## config.mk

```make
export PLATFORM = sky130hd
export DESIGN_NAME = multicycle_ctrl
export DESIGN_NICKNAME = d
export VERILOG_FILES = /design/src/rtl/multicycle_ctrl.sv
export SDC_FILE = /design/constraint.sdc
export NUM_CORES = 1
export LEC_CHECK = 0
export CORE_MARGIN = 2
export CORE_UTILIZATION = 35
export DETAILED_ROUTE_END_ITERATION = 8
export PLACE_DENSITY = 0.73
export SYNTH_ARGS = -nofsm -noshare
export SYNTH_HDL_FRONTEND = slang
export SYNTH_SLANG_ARGS = --single-unit
export TNS_END_PERCENT = 10
```

## constraint.sdc

```tcl
create_clock -name clk -period 1.75 [get_ports clk]
set_clock_uncertainty 0.15 [all_clocks]
set_input_delay 0.2625 -clock clk [delete_from_list [all_inputs] [get_ports clk]]
set_output_delay 0.2625 -clock clk [all_outputs]
set_load 0.02 [all_outputs]
```

## src/rtl/multicycle_ctrl.sv

```systemverilog
// Main control FSM of the multi-cycle CPU: sequences fetch, decode, execute, memory and writeback.
// Outputs are combinational from state/opcode/zero/mem_ready; the memory states hold until mem_ready.
module multicycle_ctrl #(
  parameter logic [3:0] RST_PC_STATE = 4'd0
) (
  input  logic       clk,
  input  logic       rst_n,
  input  logic [5:0] opcode,
  input  logic [5:0] funct,
  input  logic       zero,
  input  logic       mem_ready,
  output logic       pc_write,
  output logic       iord,
  output logic       mem_read,
  output logic       mem_write,
  output logic       ir_write,
  output logic       reg_write,
  output logic [1:0] reg_dst,
  output logic [1:0] mem_to_reg,
  output logic       alu_src_a,
  output logic [1:0] alu_src_b,
  output logic       ext_op,
  output logic [1:0] alu_op,
  output logic [1:0] pc_source,
  output logic [3:0] state,
  output logic       instr_done,
  output logic       illegal
);

  localparam logic [3:0] S_IF = 4'd0, S_ID = 4'd1, S_MADDR = 4'd2, S_MRD = 4'd3,
                         S_MWB = 4'd4, S_MWR = 4'd5, S_REX = 4'd6, S_RWB = 4'd7,
                         S_BR = 4'd8, S_JMP = 4'd9, S_IEX = 4'd10, S_IWB = 4'd11;

  localparam logic [5:0] OP_R = 6'h00, OP_J = 6'h02, OP_JAL = 6'h03, OP_BEQ = 6'h04,
                         OP_BNE = 6'h05, OP_ADDI = 6'h08, OP_ORI = 6'h0D,
                         OP_LW = 6'h23, OP_SW = 6'h2B;

  logic [3:0] state_q;
  logic [3:0] next_state;
  logic       funct_unused;

  // funct is decoded by the ALU control, not here
  assign funct_unused = ^funct;
  assign state        = state_q;

  always_ff @(posedge clk) begin
    if (!rst_n) state_q <= RST_PC_STATE;
    else        state_q <= next_state;
  end

  always_comb begin
    next_state = S_IF;
    case (state_q)
      S_IF:    next_state = mem_ready ? S_ID : S_IF;
      S_ID: begin
        case (opcode)
          OP_R:            next_state = S_REX;
          OP_LW, OP_SW:    next_state = S_MADDR;
          OP_BEQ, OP_BNE:  next_state = S_BR;
          OP_J, OP_JAL:    next_state = S_JMP;
          OP_ADDI, OP_ORI: next_state = S_IEX;
          default:         next_state = S_IF;
        endcase
      end
      S_MADDR: next_state = (opcode == OP_SW) ? S_MWR : S_MRD;
      S_MRD:   next_state = mem_ready ? S_MWB : S_MRD;
      S_MWR:   next_state = mem_ready ? S_IF : S_MWR;
      S_REX:   next_state = S_RWB;
      S_IEX:   next_state = S_IWB;
      default: next_state = S_IF;
    endcase
  end

  always_comb begin
    pc_write   = 1'b0;
    iord       = 1'b0;
    mem_read   = 1'b0;
    mem_write  = 1'b0;
    ir_write   = 1'b0;
    reg_write  = 1'b0;
    reg_dst    = 2'd0;
    mem_to_reg = 2'd0;
    alu_src_a  = 1'b0;
    alu_src_b  = 2'd0;
    ext_op     = 1'b0;
    alu_op     = 2'd0;
    pc_source  = 2'd0;
    instr_done = 1'b0;
    illegal    = 1'b0;
    if (rst_n) begin
      case (state_q)
        S_IF: begin
          mem_read  = 1'b1;
          alu_src_b = 2'd1;
          ir_write  = mem_ready;
          pc_write  = mem_ready;
        end
        S_ID: begin
          alu_src_b = 2'd3;
          ext_op    = 1'b1;
          case (opcode)
            OP_R, OP_LW, OP_SW, OP_BEQ, OP_BNE, OP_J, OP_JAL, OP_ADDI, OP_ORI: ;
            default: begin
              illegal    = 1'b1;
              instr_done = 1'b1;
            end
          endcase
        end
        S_MADDR: begin
          alu_src_a = 1'b1;
          alu_src_b = 2'd2;
          ext_op    = 1'b1;
        end
        S_MRD: begin
          mem_read = 1'b1;
          iord     = 1'b1;
        end
        S_MWB: begin
          reg_write  = 1'b1;
          mem_to_reg = 2'd1;
          instr_done = 1'b1;
        end
        S_MWR: begin
          mem_write  = 1'b1;
          iord       = 1'b1;
          instr_done = mem_ready;
        end
        S_REX: begin
          alu_src_a = 1'b1;
          alu_op    = 2'd2;
        end
        S_RWB: begin
          reg_write  = 1'b1;
          reg_dst    = 2'd1;
          instr_done = 1'b1;
        end
        S_BR: begin
          alu_src_a  = 1'b1;
          alu_op     = 2'd1;
          pc_source  = 2'd1;
          instr_done = 1'b1;
          pc_write   = (opcode == OP_BNE) ? ~zero : zero;
        end
        S_JMP: begin
          // jal links the already-incremented PC on the same edge the PC jumps
          pc_write   = 1'b1;
          pc_source  = 2'd2;
          instr_done = 1'b1;
          if (opcode == OP_JAL) begin
            reg_write  = 1'b1;
            reg_dst    = 2'd2;
            mem_to_reg = 2'd2;
          end
        end
        S_IEX: begin
          alu_src_a = 1'b1;
          alu_src_b = 2'd2;
          ext_op    = (opcode != OP_ORI);
          alu_op    = (opcode == OP_ORI) ? 2'd3 : 2'd0;
        end
        S_IWB: begin
          reg_write  = 1'b1;
          instr_done = 1'b1;
        end
        default: ;
      endcase
    end
  end

endmodule

```

==> flow_summary_export.csv <==
group,metric,value,unit
critical_path,worst_path_dominant_cell_family,"simple AND/OR/NAND/NOR gates",
grt,antenna_found_initial,0,
clock_tree,cts.clk_slew.worst_paths,0.04,ns
status,violations,"negative setup slack",
detailed_routing,wirelength,3630,µm
die,die_w,50.1,µm
detailed_routing,drt-vias-per-instance,5.55,
die,initial_core_util,37.5,%
critical_path,cpPeakStageDelay,0.49,ns
timing,min_period,1.99,ns
grt,grt_use_total,31.1,%
grt,use_met2,56.1,%
power_and_ir_drop,powerDensity,297,nW/µm²
clock_tree,htree_levels,1,
yosys,syn_inst,120,
power_and_ir_drop,leakage,0.782,nW
power_and_ir_drop,p_total,488,µW
clock_tree,numCtsBuffers,3,
clock_tree,cts_tree,"built",
detailed_routing,wl_per_cell,15.8,µm
yosys,synth-main-ff-cell,"dfxtp_1",
grt,grt_pass1_wl,5820,µm
final_layout,syn2layout_area_growth,121,%
critical_path,endpoint_kind,"output port",
detailed_routing,dr.pass1.iters,4,
grt,gr-usage-met3,3.94,%
yosys,syn-mean-instance-area,6.19,µm²
timing,slew_violations,0,
yosys,yosys-top-cells-area,"dfxtp_1, nor2_1, nor2b_1",
critical_path,worstPathArrival,1.57,ns
power_and_ir_drop,peakVddDrop,0.309,mV
yosys,syn-num-nets,136,
timing,finalSetupViolations,22,
grt,grt_overflow,0,
detailed_routing,ant_nets,0,
hold_path,hp-class,"input port to flip-flop",
clock_tree,root_buffer,"clkbuf_4",
critical_path,critPathSlowestCell,"or4_4",
yosys,yosysTopAreaCell,"dfxtp_1",
yosys,synth_commonest_cells,"nor2_1, nand2_1, clkbuf_1, nor2b_1, a21oi_1",
timing,setup_tns,-2.17,ns
critical_path,crit_path_max_fanout,9,
yosys,seq_area_frac_synth,10.8,%
timing,setup_ws,-0.237,ns
timing,timing.fmax,503,MHz
timing,rsz0062_at_grt,"yes",
status,outcome,"complete, but fails checks",
grt,grt_max_degree,15,
critical_path,critical_path_required,1.34,ns
yosys,netlist_area,743,µm²
die,dieHeight,50.1,µm
yosys,synth_edf_count,0,
placement,portBuffers,33,
die,num_io_pins,40,
clock_tree,cts_hold_buffers,0,
clock_tree,clock_sinks,4,
die,core_area,1980,µm²
critical_path,crit_chain,"nor2_4 -> nand2_2 -> or4_4 -> a31oi_4 -> buf_6",
run,maxCapViolations,0,
critical_path,timing.setup.critical_path_class,"flip-flop to output port",
detailed_routing,drtIter0Drc,41,
clock_tree,clk_latency,0.24,ns
yosys,synth_cell_types,41,
yosys,synth-seq-cells,4,
detailed_routing,drcViolationCount,0,
critical_path,path_buf_inv,1,
critical_path,startpoint_type,"flip-flop",
timing,hold_viol_final,0,
final_layout,diodes,0,
grt,grt.busiest_layer,"met2",
final_layout,drive_above_1_share,60.6,%
die,die_area,2510,µm²
placement,gp_congestion,0.895,
yosys,yosysMostFrequentCell,"nor2_1",
die,row_count,16,
timing,final.period_utilization,114,%
grt,grt_pass1_vias,1255,
clock_tree,cts_buffer_depth,2,
timing,tightest_slew,0.592,ns
yosys,synth_top_area_share,10.8,%
placement,dp_hpwl,2470,µm
final_layout,nets,220,
timing,relSlewSlack,60.1,%
yosys,ys_warn_count,0,
grt,gr-usage-met1,34.9,%
yosys,synthArstFlopShare,0,%
final_layout,largest_reg_flops,4,
detailed_routing,via_count,1277,
timing repair:
item,4_1_cts,5_1_grt
buffers inserted,10,0
pin swaps,17,6
setup endpoints to repair,26,24
gates resized for setup,141,14
cells in the final DEF (no fill, tap or decap), types with 5 or more instances in the layout:
| master | instances |
|---|---|
| a21oi_1 | 6 |
| nand2_1 | 10 |
| o21ai_0 | 5 |
| buf_4 | 67 |
| dlygate4sd2_1 | 6 |
| buf_6 | 10 |
| nor2_1 | 13 |
per-layer routing:
layer / wire [µm] / up-vias
li1: - / 603
met1: 1440 / 605
met2: 1880 / 54
met3: 188 / 15
met4: 124 / 0
met5: 0 / -
worst register-to-register path, delay by kind of cell, from the launching register on:
family | cells | cell delay (ns)
AO/OA/AOI/OAI | 2 | 0.31
buffers and inverters | 2 | 0.28
flip-flops | 1 | 0.33
AND/OR/NAND/NOR | 2 | 0.70
per-stage QoR:
stage	setup slack (ns)	hold WS, ns	area [µm²]	std cells	util [%]
floorplan	-0.0622	0.315	825	120	-
global placement	-0.945	0.534	1480	216	74.7
detailed placement	-0.972	0.539	1480	216	74.7
CTS	-0.244	0.350	1630	230	82.1
global route	-0.300	0.390	1650	230	83.0
finish	-0.237	0.374	1650	230	83.0
worst paths after layout:
path | cells after the start | slack [ns] | startpoint | endpoint
hold reg to reg | 3 | 0.59 | state[1] | state[1]
setup / recovery | 5 | -0.24 | state[0] | pc_write
setup reg to reg | 6 | -0.10 | state[2] | state[3]
hold / removal | 5 | 0.37 | opcode[1] | state[2]
where the power goes:
group	switching (mW)	internal, mW	total (mW)
Clock	0.0481	0.0862	0.134
Combinational	0.122	0.134	0.257
Sequential	0.00643	0.0910	0.0975
cell type report:
class / count / area, µm²
clock buffers: 4 / 26.3
fillers: 118 / 337
inverters: 2 / 7.51
flip-flops and latches: 4 / 92.6
well taps: 27 / 33.8
multi-input cells: 101 / 742
repair buffers: 92 / 743
cell families (layout without fill, tap and decap cells):
group                  after synthesis  count (layout)  share of synthesized area, %
flip-flops                           4               4                          10.8
XOR/XNOR                             2               2                          2.36
AO/OA/AOI/OAI                       31              31                          27.9
buffers and inverters               15              98                          9.76
AND/OR/NAND/NOR                     68              68                          49.2
(Power assumes the default switching activity.)
